===== src/rtl/audio_out_decimator.sv =====
// Stereo CIC decimator (STAGES integrators/combs, decimation by RATE) with unity-gain rounding and an output FIFO.
// Optional feature macro: AUDIO_DECIM_SAT_EN clamps results to the IW range; when undefined results wrap.
module audio_out_decimator #(
   parameter int unsigned IW         = 16,
   parameter int unsigned RATE       = 1120,
   parameter int unsigned STAGES     = 2,
   parameter int unsigned GAIN_MUL   = 54783,
   parameter int unsigned GAIN_SHIFT = 36,
   parameter int unsigned FIFO_DEPTH = 4
) (
   input  logic                 clk,
   input  logic                 reset_n,
   input  logic                 in_cen,
   input  logic signed [IW-1:0] snd_l_in,
   input  logic signed [IW-1:0] snd_r_in,
   output logic signed [IW-1:0] out_l,
   output logic signed [IW-1:0] out_r,
   output logic                 out_valid,
   input  logic                 out_ready,
   output logic                 overrun
);

   localparam int unsigned LR   = $clog2(RATE);
   localparam int unsigned CW   = IW + STAGES * LR;
   localparam int unsigned PHW  = (LR > 0) ? LR : 1;
   localparam int unsigned PRW  = $clog2(STAGES + 1);
   localparam int unsigned GW   = 18;
   localparam int unsigned PW   = CW + GW;
   localparam int unsigned RW   = PW - GAIN_SHIFT;
   localparam int unsigned AW   = $clog2(FIFO_DEPTH);
   localparam int unsigned CNTW = AW + 1;

   localparam logic signed [GW-1:0] GAIN_S  = GW'(GAIN_MUL);
   localparam logic signed [PW-1:0] RND_ADD = PW'(1) << (GAIN_SHIFT - 1);
`ifdef AUDIO_DECIM_SAT_EN
   localparam logic signed [RW-1:0] SAT_MAX = RW'(2 ** (IW - 1) - 1);
   localparam logic signed [RW-1:0] SAT_MIN = ~SAT_MAX;
`endif

   // integrator / phase / priming state
   logic [CW-1:0]  int_l_q [STAGES];
   logic [CW-1:0]  int_l_d [STAGES];
   logic [CW-1:0]  int_r_q [STAGES];
   logic [CW-1:0]  int_r_d [STAGES];
   logic [PHW-1:0] phase_q, phase_d;
   logic [PRW-1:0] prime_q, prime_d;
   logic           strobe_c;

   // comb chain
   logic [CW-1:0]  hist_l_q [STAGES];
   logic [CW-1:0]  hist_l_d [STAGES];
   logic [CW-1:0]  hist_r_q [STAGES];
   logic [CW-1:0]  hist_r_d [STAGES];
   logic [CW-1:0]  cv_l, cv_r;
   logic [CW-1:0]  comb_l_q, comb_l_d, comb_r_q, comb_r_d;
   logic           comb_vld_q, comb_vld_d;

   // gain and rounding pipeline
   logic signed [PW-1:0] prod_l_q, prod_l_d, prod_r_q, prod_r_d;
   logic                 prod_vld_q, prod_vld_d;
   logic [IW-1:0]        res_l_q, res_l_d, res_r_q, res_r_d;
   logic                 res_vld_q, res_vld_d;

   // output FIFO
   logic [IW-1:0]   mem_l_q [FIFO_DEPTH];
   logic [IW-1:0]   mem_l_d [FIFO_DEPTH];
   logic [IW-1:0]   mem_r_q [FIFO_DEPTH];
   logic [IW-1:0]   mem_r_d [FIFO_DEPTH];
   logic [AW-1:0]   wr_ptr_q, wr_ptr_d, rd_ptr_q, rd_ptr_d;
   logic [CNTW-1:0] cnt_q, cnt_d;
   logic [IW-1:0]   out_l_q, out_l_d, out_r_q, out_r_d;
   logic            out_valid_q, out_valid_d;
   logic            overrun_q, overrun_d;
   logic            full_c, pop_c, push_c, drop_c;

   // Round half up, then narrow to IW bits (clamp or wrap).
   function automatic logic [IW-1:0] narrow(input logic signed [PW-1:0] p);
      logic signed [PW-1:0] rnd;
      logic signed [RW-1:0] rs;
      rnd = p + RND_ADD;
      rs  = RW'(rnd >>> GAIN_SHIFT);
`ifdef AUDIO_DECIM_SAT_EN
      if (rs > SAT_MAX) begin
         narrow = IW'(SAT_MAX);
      end else if (rs < SAT_MIN) begin
         narrow = IW'(SAT_MIN);
      end else begin
         narrow = IW'(rs);
      end
`else
      narrow = IW'(rs);
`endif
   endfunction

   // Integrators chain within the cycle so the strobe sample reaches the last stage.
   always_comb begin
      int_l_d  = int_l_q;
      int_r_d  = int_r_q;
      phase_d  = phase_q;
      strobe_c = in_cen && (phase_q == PHW'(RATE - 1));
      if (in_cen) begin
         int_l_d[0] = int_l_q[0] + CW'(snd_l_in);
         int_r_d[0] = int_r_q[0] + CW'(snd_r_in);
         for (int k = 1; k < int'(STAGES); k++) begin
            int_l_d[k] = int_l_q[k] + int_l_d[k-1];
            int_r_d[k] = int_r_q[k] + int_r_d[k-1];
         end
         phase_d = strobe_c ? '0 : phase_q + PHW'(1);
      end
      prime_d = (strobe_c && (prime_q != PRW'(STAGES))) ? prime_q + PRW'(1) : prime_q;
   end

   // Comb chain at the decimated rate; results are only valid once every history holds a real strobe.
   always_comb begin
      hist_l_d   = hist_l_q;
      hist_r_d   = hist_r_q;
      comb_l_d   = comb_l_q;
      comb_r_d   = comb_r_q;
      cv_l       = int_l_d[STAGES-1];
      cv_r       = int_r_d[STAGES-1];
      comb_vld_d = strobe_c && (prime_q == PRW'(STAGES));
      if (strobe_c) begin
         for (int k = 0; k < int'(STAGES); k++) begin
            hist_l_d[k] = cv_l;
            hist_r_d[k] = cv_r;
            cv_l        = cv_l - hist_l_q[k];
            cv_r        = cv_r - hist_r_q[k];
         end
         comb_l_d = cv_l;
         comb_r_d = cv_r;
      end
   end

   // Gain multiply, then round/narrow.
   always_comb begin
      prod_vld_d = comb_vld_q;
      prod_l_d   = prod_l_q;
      prod_r_d   = prod_r_q;
      if (comb_vld_q) begin
         prod_l_d = PW'($signed(comb_l_q)) * PW'(GAIN_S);
         prod_r_d = PW'($signed(comb_r_q)) * PW'(GAIN_S);
      end
      res_vld_d = prod_vld_q;
      res_l_d   = prod_vld_q ? narrow(prod_l_q) : res_l_q;
      res_r_d   = prod_vld_q ? narrow(prod_r_q) : res_r_q;
   end

   // FIFO: a push while full survives only if the head is popped in the same cycle.
   always_comb begin
      mem_l_d   = mem_l_q;
      mem_r_d   = mem_r_q;
      wr_ptr_d  = wr_ptr_q;
      rd_ptr_d  = rd_ptr_q;
      cnt_d     = cnt_q;
      out_l_d   = out_l_q;
      out_r_d   = out_r_q;
      full_c    = (cnt_q == CNTW'(FIFO_DEPTH));
      pop_c     = out_valid_q && out_ready;
      push_c    = res_vld_q && (!full_c || pop_c);
      drop_c    = res_vld_q && full_c && !pop_c;
      overrun_d = overrun_q || drop_c;
      if (push_c) begin
         mem_l_d[wr_ptr_q] = res_l_q;
         mem_r_d[wr_ptr_q] = res_r_q;
         wr_ptr_d          = wr_ptr_q + AW'(1);
      end
      if (pop_c) begin
         rd_ptr_d = rd_ptr_q + AW'(1);
      end
      case ({push_c, pop_c})
         2'b10:   cnt_d = cnt_q + CNTW'(1);
         2'b01:   cnt_d = cnt_q - CNTW'(1);
         default: cnt_d = cnt_q;
      endcase
      out_valid_d = (cnt_d != '0);
      if (pop_c && (cnt_d != '0)) begin
         out_l_d = mem_l_d[rd_ptr_d];
         out_r_d = mem_r_d[rd_ptr_d];
      end else if (push_c && (cnt_q == '0)) begin
         out_l_d = res_l_q;
         out_r_d = res_r_q;
      end
   end

   always_ff @(posedge clk or negedge reset_n) begin
      if (!reset_n) begin
         int_l_q     <= '{default: '0};
         int_r_q     <= '{default: '0};
         hist_l_q    <= '{default: '0};
         hist_r_q    <= '{default: '0};
         phase_q     <= '0;
         prime_q     <= '0;
         comb_l_q    <= '0;
         comb_r_q    <= '0;
         comb_vld_q  <= 1'b0;
         prod_l_q    <= '0;
         prod_r_q    <= '0;
         prod_vld_q  <= 1'b0;
         res_l_q     <= '0;
         res_r_q     <= '0;
         res_vld_q   <= 1'b0;
         mem_l_q     <= '{default: '0};
         mem_r_q     <= '{default: '0};
         wr_ptr_q    <= '0;
         rd_ptr_q    <= '0;
         cnt_q       <= '0;
         out_l_q     <= '0;
         out_r_q     <= '0;
         out_valid_q <= 1'b0;
         overrun_q   <= 1'b0;
      end else begin
         int_l_q     <= int_l_d;
         int_r_q     <= int_r_d;
         hist_l_q    <= hist_l_d;
         hist_r_q    <= hist_r_d;
         phase_q     <= phase_d;
         prime_q     <= prime_d;
         comb_l_q    <= comb_l_d;
         comb_r_q    <= comb_r_d;
         comb_vld_q  <= comb_vld_d;
         prod_l_q    <= prod_l_d;
         prod_r_q    <= prod_r_d;
         prod_vld_q  <= prod_vld_d;
         res_l_q     <= res_l_d;
         res_r_q     <= res_r_d;
         res_vld_q   <= res_vld_d;
         mem_l_q     <= mem_l_d;
         mem_r_q     <= mem_r_d;
         wr_ptr_q    <= wr_ptr_d;
         rd_ptr_q    <= rd_ptr_d;
         cnt_q       <= cnt_d;
         out_l_q     <= out_l_d;
         out_r_q     <= out_r_d;
         out_valid_q <= out_valid_d;
         overrun_q   <= overrun_d;
      end
   end

   assign out_l     = out_l_q;
   assign out_r     = out_r_q;
   assign out_valid = out_valid_q;
   assign overrun   = overrun_q;

endmodule


===== config.mk =====
export PLATFORM = sky130hd
export DESIGN_NAME = audio_out_decimator
export DESIGN_NICKNAME = d
export VERILOG_FILES = /design/src/rtl/audio_out_decimator.sv
export SDC_FILE = /design/constraint.sdc
export NUM_CORES = 2
export LEC_CHECK = 0
export ABC_AREA = 0
export CAP_MARGIN = 25
export CORE_UTILIZATION = 45
export CTS_CLUSTER_SIZE = 40
export DETAILED_ROUTE_END_ITERATION = 10
export HOLD_SLACK_MARGIN = 0.06
export PLACE_DENSITY = 0.6
export SYNTH_ARGS = -nofsm -noshare
export SYNTH_HDL_FRONTEND = slang
export SYNTH_SLANG_ARGS = --single-unit

===== constraint.sdc =====
create_clock -name clk -period 10.11 [get_ports clk]
set_clock_uncertainty 0.05 [all_clocks]
set_input_delay 2.022 -clock clk [delete_from_list [all_inputs] [get_ports clk]]
set_output_delay 2.022 -clock clk [all_outputs]
set_load 0.02 [all_outputs]

==> impl_results.md <==
- Via count: 45800
- CP arrival: 10.22 ns
- CP Launch Type: primary input
- Crit Path Class: in -> reg
- Tmin final: 9.68 ns
- Vias in the first global route: 47600
- Top_reg_cell synth: dfrtp_1
- Core area: 144000 um2
- Hold/Removal Path Class: reg -> reg
- Final hold vios: 0
- PD cells: 353 nW/um2
- Initial antenna violation count: 0
- Worst Slack Setup Final: 0.434 ns
- Area after DPL: 72100 um2
- Synth top area share: 24.0%
- DR WL/cell: 15.8 um
- Fillers: 13100
- P&R area growth vs syn: 14.2%
- Status: complete, no violations
- Number of port buffers: 69
- CP peak stage delay: 0.47 ns
- EDFF count, synth: 0
- Antenna viol nets, final: 0
- Max IR drop VDD: 0.342 mV
- Post-Syn Area: 65700 um2
- GRT Residual Overflow: 0
- Post-route cell area: 75100 um2
- Leak Pwr: 0.0387 uW
- First-pass GRT wire length: 242000 um
- Hold Slack: 0.427 ns
- Mean Syn Cell Area: 9.99 um2
- Kind of end point of the critical path: flip-flop
- Chip Width: 384 um
- Syn nets: 8099
- Placed Cells: 8906
- Clk slew on worst S/H paths: 0.06 ns
- Placed wire-length estimate: 113000 um
- CTS tree: yes
- Max cap viols: 0
- Row Count: 139
- Crit-path slowest cell: or3b_2
- Clock insertion delay at the later pin of the skew report: 0.68 ns
- Buf/Inv on CP: 2
- Overall global routing resource usage: 19.9%
- Overall die height: 384 um
- DP Worst Slack: -0.553 ns
- Num ports: 70
- Yosys top cell by area: dfrtp_1
- Final setup fails: 0
- CTS root buf: clkbuf_16
- Post-Syn Instances: 6583
- Vias per Instance: 5.06
- Flops & latches, synth: 631
- Most numerous cell on the critical path: a21o_1
- Final nets: 8607
- Die area: 148000 um2
- Post-cts hold buffer count: 0
- Post-route DRC: 0
- Initial Utilization: 45.5%
- H-Tree Depth: 3
- Cell family with most CP delay: compound AO/OA/AOI/OAI gates
- # clock sinks: 631
- Final critical-path share of the clock period: 95.7%
- Synth area leaders: dfrtp_1 24%, fa_1 23%, ha_1 14%, inv_1 7.7%, mux2_2 5.0%
- Sequential cell area fraction in the yosys report: 24.0%
- Share of layout cells above drive strength 1: 14.9%
- Bufs on Longest Clock Path: 3
- Synth cell count leaders: 1340 x inv_1, 743 x fa_1, 737 x ha_1, 631 x dfrtp_1, 368 x nand2_1
- Ys async rst share: 100%
- Slew headroom: 33.4%
- Max Slew Vio Count: 0
- CP Data Required Time: 10.66 ns
- Fmax: 103 MHz
- Worst Tran Pin Value: 0.998 ns
- Final WL: 143000 um
- Yosys warning total: 0
- Most frequent cell after synthesis: inv_1
- Distinct cells, synth: 83
- TritonCTS Buffers: 75
- Gpl congestion: 0.876
- Post-Route Setup TNS: 0 ns
- Crit-path max FO: 4
- Largest net degree at the start of global routing: 181
- TritonRoute pass-1 iters: 4
- Initial DRC count: 2045
- Final cell count without fillers: 9053
kinds of logic (layout without fill, tap and decap cells):
group | after synthesis | count (layout) | synth area share, %
other | 0 | 1 | 0
AO/OA/AOI/OAI | 1248 | 1248 | 11.9
buffers and inverters | 1465 | 2031 | 8.37
XOR/XNOR | 379 | 379 | 5.08
AND/OR/NAND/NOR | 1012 | 1012 | 7.17
adder cells (fa/ha/maj) | 1480 | 1480 | 36.7
flip-flops | 631 | 631 | 24.0
multiplexers | 368 | 368 | 6.77
final cells by class:
type | instances | area [um2] | share of cell area, %
diodes | 1 | 2.50 | 0.00333
flip-flops and latches | 631 | 15800 | 21.0
multi-input cells | 4487 | 44800 | 59.7
clock inverters | 32 | 429 | 0.572
well taps | 1903 | 2380 | 3.17
inverters | 1340 | 5030 | 6.70
repair buffers | 556 | 4410 | 5.88
clock buffers | 103 | 2190 | 2.92
per-layer routing:
metal	GRT usage [%]	up-vias	wire length, um
met5	0	-	0
met4	3.57	0	2310
met3	2.73	133	4480
met2	30.3	518	62000
met1	30.4	22500	73900
li1	-	22600	-
worst register-to-register path: cells and delay by family (launching register included):
family	cells	cell delay (ns)
AOI/OAI and AO/OA	20	3.69
and+or+nand+nor	6	1.52
adders and majority gates	4	1.14
xor gates and xnor gates	4	0.71
DFF	1	0.41
buffers and inverters	3	0.37
muxes	1	0.30
cells in the final DEF (no fill, tap or decap), drive strengths merged, types with 43 or more instances in the layout:
master / n
buf: 488
nand2: 368
clkdlybuf4s50: 67
xor2: 109
dfrtp: 631
ha: 737
o21bai: 67
o21ai: 339
a21o: 233
nand3: 81
inv: 1346
clkbuf: 104
nor3: 46
xnor2: 269
mux2: 291
fa: 743
mux2i: 45
nand2b: 43
nor2: 251
a21oi: 334
path summary, 6_finish.rpt:
path,start,to,slack (ns),depth (start not counted)
worst min-delay path,overrun$_DFF_PN0_,overrun$_DFF_PN0_,0.43,1
min in group asynchronous,reset_n,mem_r_q[24]$_DFF_PN0_,1.35,1
worst max register to register,int_l_q[39]$_DFFE_PN0P_,comb_l_q[37]$_DFFE_PN0P_,1.82,38
max in group asynchronous,reset_n,hist_l_q[63]$_DFFE_PN0P_,6.57,3
worst min register to register,overrun$_DFF_PN0_,overrun$_DFF_PN0_,0.43,1
worst max-delay path,snd_l_in[0],comb_l_q[37]$_DFFE_PN0P_,0.43,42
state kept, by name, summed over array words and instances (netlist names), 2 cells and up:
name	flops
prime_q	2
rd_ptr_q	2
res_r_q	16
comb_l_q	38
out_l	16
prod_r_q	17
mem_l_q	64
hist_r_q	76
mem_r_q	64
int_r_q	76
int_l_q	76
hist_l_q	76
phase_q	11
wr_ptr_q	2
res_l_q	16
comb_r_q	38
out_r	16
cnt_q	3
prod_l_q	17
through the flow:
stage	utilization (%)	power [uW]
CTS	51.7	26100
detailed placement	49.9	23000
floorplan	-	15700
finish	52.0	26500
global route	52.0	29100
global placement	49.9	22800
report_power, final:
part           internal (uW)  switching, uW
Sequential              2920            237
Clock                   1710           1170
Combinational          10300          10100
repair_timing:
item	in CTS	in global routing
resized for setup	0	71
buffers inserted	0	9
endpoints found under the setup margin	0	18
Note: power is estimated with default switching activity, not from simulation.
